`src/rtl/pc_gen_pkg.sv`:
```
// Shared front-end fetch definitions: address width, reset PC, PC-gen state encoding.
package pc_gen_pkg;

    localparam int InstAddrWidth = 32;

    typedef logic [InstAddrWidth-1:0] addr_t;

    localparam addr_t ResetPc = 32'h1C00_0000;
    localparam addr_t PcStep  = 32'd4;

    typedef enum logic [1:0] {
        ST_BOOT = 2'd0,
        ST_RUN  = 2'd1,
        ST_HOLD = 2'd2,
        ST_IDLE = 2'd3
    } pc_state_e;

    // A latched redirect: target PC plus a flag saying it is live.
    typedef struct packed {
        logic  vld;
        addr_t pc;
    } redir_t;

endpackage

```
`src/rtl/pc_gen_if.sv`:
```
// Fetch request channel between the PC generator and the instruction cache.
interface pc_gen_if;
    import pc_gen_pkg::*;

    logic  inst_req_valid;
    addr_t inst_req_pc;
    logic  inst_req_ready;

    modport master (output inst_req_valid, output inst_req_pc, input inst_req_ready);
    modport slave  (input inst_req_valid, input inst_req_pc, output inst_req_ready);
endinterface

```
`src/rtl/pc_gen_redirect_sel.sv`:
```
// Next-fetch-PC priority mux: flush, latched redirect, branch, pause hold, sequential.
// Latency: purely combinational.
// Backpressure: none; the caller decides when the selected PC is committed.
module pc_redirect_sel
    import pc_gen_pkg::*;
(
    input  logic   i_flush,
    input  addr_t  i_flush_pc,
    input  redir_t i_pend,
    input  logic   i_branch,
    input  addr_t  i_branch_pc,
    input  logic   i_pause,
    input  addr_t  i_cur_pc,
    output addr_t  o_nxt_pc,
    output logic   o_redirect
);

    always_comb begin
        o_redirect = i_flush | i_pend.vld | i_branch;
        if (i_flush) begin
            o_nxt_pc = i_flush_pc;
        end else if (i_pend.vld) begin
            o_nxt_pc = i_pend.pc;
        end else if (i_branch) begin
            o_nxt_pc = i_branch_pc;
        end else if (i_pause) begin
            o_nxt_pc = i_cur_pc;
        end else begin
            o_nxt_pc = i_cur_pc + PcStep;
        end
    end

endmodule

```
`src/rtl/pc_gen.sv`:
```
// Front-end PC generator: owns the fetch PC, issues icache requests, forwards accepted PCs to IF.
// Latency: accepted PC on pc_o one cycle after acceptance; redirect reaches the request one cycle later.
// Backpressure: a stalled request holds its PC; redirects and IDLE arriving meanwhile are latched.
module pc_gen
    import pc_gen_pkg::*;
#(
    parameter addr_t RESET_PC = ResetPc
) (
    input  logic   clk,
    input  logic   rst_n,
    input  logic   pause_pc,
    input  logic   exception_flush,
    input  addr_t  exception_in_pc,
    input  logic   is_interrupt,
    input  logic   branch_flag,
    input  addr_t  branch_target,
    input  logic   idle_en,
    input  addr_t  idle_pc,
    pc_gen_if.master req_if,
    output addr_t  pc_o,
    output logic   pc_valid_o,
    output logic   idle_o
);

    pc_state_e r_state;
    pc_state_e w_state_nxt;
    addr_t     r_pc;
    redir_t    r_pend;
    redir_t    r_idle_pend;

    logic      w_accept;
    logic      w_idle_hit;
    addr_t     w_idle_pc;
    addr_t     w_sel_pc;
    logic      w_redirect;
    logic      w_pause_hold;

    assign w_accept     = req_if.inst_req_valid & req_if.inst_req_ready;
    // IDLE is older than anything in EX but younger than the flushing MEM instruction.
    assign w_idle_hit   = ~exception_flush & (idle_en | r_idle_pend.vld);
    assign w_idle_pc    = r_idle_pend.vld ? r_idle_pend.pc : idle_pc;
    assign w_pause_hold = pause_pc & ~w_redirect;

    pc_redirect_sel u_sel (
        .i_flush     (exception_flush),
        .i_flush_pc  (exception_in_pc),
        .i_pend      (r_pend),
        .i_branch    (branch_flag),
        .i_branch_pc (branch_target),
        .i_pause     (pause_pc),
        .i_cur_pc    (r_pc),
        .o_nxt_pc    (w_sel_pc),
        .o_redirect  (w_redirect)
    );

    always_ff @(posedge clk or negedge rst_n) begin
        if (!rst_n) r_state <= ST_BOOT;
        else        r_state <= w_state_nxt;
    end

    always_comb begin
        w_state_nxt = r_state;
        case (r_state)
            ST_BOOT: w_state_nxt = ST_RUN;
            ST_RUN, ST_HOLD: begin
                if (w_accept) w_state_nxt = w_idle_hit ? ST_IDLE : ST_RUN;
                else          w_state_nxt = ST_HOLD;
            end
            ST_IDLE: begin
                if (exception_flush | is_interrupt) w_state_nxt = ST_RUN;
            end
            default: w_state_nxt = ST_BOOT;
        endcase
    end

    always_comb begin
        req_if.inst_req_valid = (r_state == ST_RUN) || (r_state == ST_HOLD);
        req_if.inst_req_pc    = r_pc;
    end

    always_ff @(posedge clk or negedge rst_n) begin
        if (!rst_n) begin
            r_pc        <= RESET_PC;
            r_pend      <= '0;
            r_idle_pend <= '0;
            pc_o        <= '0;
            pc_valid_o  <= 1'b0;
            idle_o      <= 1'b0;
        end else begin
            case (r_state)
                ST_RUN, ST_HOLD: begin
                    if (w_accept) begin
                        r_pc        <= w_idle_hit ? (w_idle_pc + PcStep) : w_sel_pc;
                        r_pend      <= '0;
                        r_idle_pend <= '0;
                        idle_o      <= w_idle_hit;
                        if (!w_pause_hold) begin
                            pc_o       <= r_pc;
                            pc_valid_o <= ~w_redirect;
                        end
                    end else begin
                        // A flush supersedes anything latched; a branch only fills an empty slot.
                        if (exception_flush) begin
                            r_pend      <= '{vld: 1'b1, pc: exception_in_pc};
                            r_idle_pend <= '0;
                        end else begin
                            if (branch_flag && !r_pend.vld) begin
                                r_pend <= '{vld: 1'b1, pc: branch_target};
                            end
                            if (idle_en && !r_idle_pend.vld) begin
                                r_idle_pend <= '{vld: 1'b1, pc: idle_pc};
                            end
                        end
                        if (!w_pause_hold) pc_valid_o <= 1'b0;
                    end
                end
                ST_IDLE: begin
                    pc_valid_o <= 1'b0;
                    if (exception_flush) r_pc <= exception_in_pc;
                    if (exception_flush | is_interrupt) idle_o <= 1'b0;
                end
                default: pc_valid_o <= 1'b0;
            endcase
        end
    end

endmodule
```
`src/flat_wrapper.sv`:
```
// flat-port wrapper written by rule: the top's interface ports become plain ports
module pc_gen_flat import pc_gen_pkg::*;
#(
    parameter addr_t RESET_PC = ResetPc
)
  (clk, rst_n, pause_pc, exception_flush, exception_in_pc, is_interrupt, branch_flag, branch_target, idle_en, idle_pc, pc_o, pc_valid_o, idle_o, req_if_inst_req_valid, req_if_inst_req_pc, req_if_inst_req_ready);
  pc_gen_if req_if_i ();
  input  logic clk;
  input  logic rst_n;
  input  logic pause_pc;
  input  logic exception_flush;
  input  addr_t exception_in_pc;
  input  logic is_interrupt;
  input  logic branch_flag;
  input  addr_t branch_target;
  input  logic idle_en;
  input  addr_t idle_pc;
  output addr_t pc_o;
  output logic pc_valid_o;
  output logic idle_o;
  output wire logic [$bits(req_if_i.inst_req_valid)-1:0] req_if_inst_req_valid;
  output wire logic [$bits(req_if_i.inst_req_pc)-1:0] req_if_inst_req_pc;
  input wire logic [$bits(req_if_i.inst_req_ready)-1:0] req_if_inst_req_ready;
  assign req_if_inst_req_valid = req_if_i.inst_req_valid;
  assign req_if_inst_req_pc = req_if_i.inst_req_pc;
  assign req_if_i.inst_req_ready = req_if_inst_req_ready;
  pc_gen #(.RESET_PC(RESET_PC)) u_core (.clk(clk), .rst_n(rst_n), .pause_pc(pause_pc), .exception_flush(exception_flush), .exception_in_pc(exception_in_pc), .is_interrupt(is_interrupt), .branch_flag(branch_flag), .branch_target(branch_target), .idle_en(idle_en), .idle_pc(idle_pc), .req_if(req_if_i), .pc_o(pc_o), .pc_valid_o(pc_valid_o), .idle_o(idle_o));
endmodule
```
`config.mk`:
```
export PLATFORM = sky130hd
export DESIGN_NAME = pc_gen_flat
export DESIGN_NICKNAME = d
export VERILOG_FILES = /design/src/rtl/pc_gen_pkg.sv /design/src/rtl/pc_gen_if.sv /design/src/rtl/pc_gen_redirect_sel.sv /design/src/rtl/pc_gen.sv /design/src/flat_wrapper.sv
export SDC_FILE = /design/constraint.sdc
export NUM_CORES = 1
export LEC_CHECK = 0
export CAP_MARGIN = 20
export CORE_MARGIN = 2
export CORE_UTILIZATION = 30
export DETAILED_ROUTE_END_ITERATION = 6
export SLEW_MARGIN = 10
export SYNTH_ARGS = -nofsm -noshare
export SYNTH_HDL_FRONTEND = slang
export SYNTH_HIERARCHICAL = 1
export SYNTH_SLANG_ARGS = --single-unit
export TNS_END_PERCENT = 10
```
`constraint.sdc`:
```
create_clock -name clk -period 6.17 [get_ports clk]
set_clock_uncertainty 0.1 [all_clocks]
set_input_delay 0.9255 -clock clk [delete_from_list [all_inputs] [get_ports clk]]
set_output_delay 0.9255 -clock clk [all_outputs]
set_load 0.02 [all_outputs]
```
==> flow_summary.toml <==
[run_status]
status = "finished, final reports clean"

[drt]
drc_errors = 0
firstDrtPassIters = 5
vias = 8246
viasPerCell = 5.54
wl_mm = 30.4
drt-initial-drc-count = 774
ant_nets = 0
wl_per_cell_um = 20.4

[yosys]
synth_top_cell_by_area = "dfrtp_1"
synth_cell_types = 70
synth.net_count = 1060
synth_edf_count = 0
synth_area_sq_um = 8730
synth-seq-cells = 134
synth.most_common_cell = "dfrtp_1"
synth_common_cells = "131 x dfrtp_1, 115 x nand2_1, 104 x o21ai_0"
yosys.area_share.adder_pct = 0.430
synthArstFlopShare_pct = 100
synthMuxAreaShare_pct = 11.8
synth_compound_area_share_pct = 22.7
ys_warn_count = 6
ys_top_cells_by_area = "dfrtp_1 38%, mux2i_1 6.7%, o21ai_0 6.0%, mux2_2 5.2%, nand2_1 4.9%"
seq_area_frac_synth_pct = 38.5
synth_flop_cell = "dfrtp_1"
synth-simple-area-share_pct = 16.6
syn-mean-instance-area_sq_um = 9.16
syn_inst = 953
synth_top_family_by_area = "compound AO/OA/AOI/OAI gates"
yosysTopAreaCellShare_pct = 37.6
synth_xor_area_share_pct = 5.72

[floorplan]
initial_utilization_pct = 30.4
core_area_sq_um = 28700
die_w_um = 175
die_area_sq_um = 30500
die-height_um = 175
io_pins = 171
std_cell_rows = 62

[grt]
use_met1_pct = 28.7
gr-max-usage-layer = "met2"
grt.met2_usage_pct = 29.5
grt_util_all_layers_pct = 19.8
antenna_found_initial = 0
grt_max_degree = 97
grt_pass1_vias = 7450
grt_pass1_wl_mm = 46.4
grt_remaining_overflow = 0
use_met3_pct = 4.55

[worst_setup_path]
arrival_ns = 4.09
cp-start-kind = "input port"
r2r_end = "u_core/req_if.inst_req_pc[29]"
crit_required_ns = 6.38
reg2reg_slack_ns = 2.92
r2r-start = "u_core/r_idle_pend[32]"
worstSetupPathType = "in2reg"
reg2reg_depth = 7
cp_max_fo = 56
cp-end-kind = "flip-flop"

[sta]
drv_slew = 0
finalCritPeriodShare_pct = 62.9
setup_ws_ns = 2.29
hold_viol_final = 0
setup_viol = 0
fin_hold_ws_ns = 0.384
fin_crit_ns = 3.88
fin_setup_tns_ns = 0
max_clock_freq_mhz = 258
grt_setup_unrepaired = "no"
tightest_slew_ns = 1.08
max_slew_margin_pct = 28.3

[min_path]
min_to = "u_core/r_pend[30]"
min_from = "u_core/r_pend[30]"
min_path_type = "reg2reg"
min_path_cells = 2

[clock_network]
clk_latency_ns = 0.43
cts_num_sinks = 134
cts-root-buf = "clkbuf_16"
ctsResizeCount = 0
clockBufferDepth = 2
cts_setup_buffers = 0
cts.clk_slew.worst_paths_ns = 0.07
htree_levels = 4
postCtsHoldBufs = 0
cts_tree = "built"
cts_buffers = 17

[placement]
dp_worst_setup_slack_ns = 1.85
gp_congestion = 0.842
dp_hpwl_mm = 21.9
portBuffers = 170

[layout]
drive_above_1_share_pct = 11.1
fill_cells = 2881
antenna_cells = 0
fin_nets = 1198
area_delta_synth_final_pct = 30.2
fin_util_pct = 39.6

[pwr]
vdd_ir_drop_max_mv = 0.191
power_density_nw_per_um2 = 496
leakagePower_nw = 4.51

[flow_run]
cap_violations = 0
per-layer routing:
layer	wire length (um)	vias up	share of wire, %
li1	-	3811	-
met4	627	0	2.1
met1	14100	4049	46
met5	0	-	0
met2	13500	350	45
met3	2130	36	7.0
final cells by class:
class	instances	area, sq um	share of cell area (%)
Timing Repair Buffer	187	1830	16.1
Multi-Input combinational cell	734	5050	44.5
Clock buffer	18	429	3.78
Tap cell	384	480	4.23
Inverter	17	63.8	0.562
Clock inverter	14	150	1.32
Sequential cell	134	3360	29.6
cells by family after synthesis:
| kind of cell | after synthesis |
|---|---|
| AOI/OAI and AO/OA | 298 |
| and+or+nand+nor | 278 |
| DFF | 134 |
| adders and majority gates | 3 |
| muxes | 98 |
| buffers and inverters | 85 |
| xor gates and xnor gates | 57 |
stage by stage:
stage | cell area, sq um | cells | total power [mW]
global placement | 10800 | 1456 | 4.55
floorplan | 8730 | 953 | 3.40
finish | 11400 | 1488 | 5.64
global route | 11400 | 1488 | 5.97
CTS | 11400 | 1488 | 5.64
detailed placement | 10800 | 1456 | 4.59
worst max-delay path, cell delays in order:
cell	delay, ns
buf_4	0.50
inv_1	0.44
nand2_1	0.55
inv_1	0.16
a21oi_4	0.83
buf_4	0.30
mux2_2	0.34
where the power goes:
| part | total, mW | switching, mW | leakage (nW) | internal (mW) |
|---|---|---|---|---|
| clock | 1.02 | 0.426 | 0.277 | 0.598 |
| sequential | 1.72 | 0.459 | 1.68 | 1.26 |
| combinational | 2.90 | 1.66 | 2.55 | 1.24 |
how the worst max path moves through the flow:
stage | start | end | slack, ns | cells past startpoint
2_1_floorplan | u_core/r_idle_pend[32] | u_core/req_if.inst_req_pc[26] | 3.04 | 13
3_3_place_gp | exception_flush | u_core/pc_o[26] | 1.90 | 7
3_5_place_dp | exception_flush | u_core/pc_o[27] | 1.85 | 7
4_1_cts | exception_flush | u_core/pc_o[27] | 2.32 | 7
5_1_grt | exception_flush | u_core/pc_o[25] | 2.14 | 7
6_report | exception_flush | u_core/pc_o[27] | 2.29 | 7
sequential cells by signal, indices dropped and copies added (netlist names):
name	cells
u_core/idle_o	1
u_core/pc_o	32
u_core/pc_valid_o	1
u_core/r_idle_pend	33
u_core/r_pend	33
u_core/r_state	2
u_core/req_if.inst_req_pc	32
cell usage in the layout (no fill, tap or decap), types with 5 or more instances in the layout:
cell             count
xnor2_1             23
a21oi_1             37
nand4_1             12
nor3_1              14
clkbuf_16           17
clkdlybuf4s50_1    168
nand3_1             37
a22oi_1             17
o21ai_0            103
a21boi_0             5
and3_1               8
nand2b_1             8
nand3b_1             6
mux2i_1             58
mux2_2              40
o22ai_1              7
nor2_1              41
buf_4               18
xor2_1              34
a221oi_1            10
nand2_1            115
o221ai_1             9
a21o_1               5
inv_1               17
a22o_1              37
o21ai_1              5
dfrtp_1            130
o211ai_1            15
(Power assumes the default switching activity.)
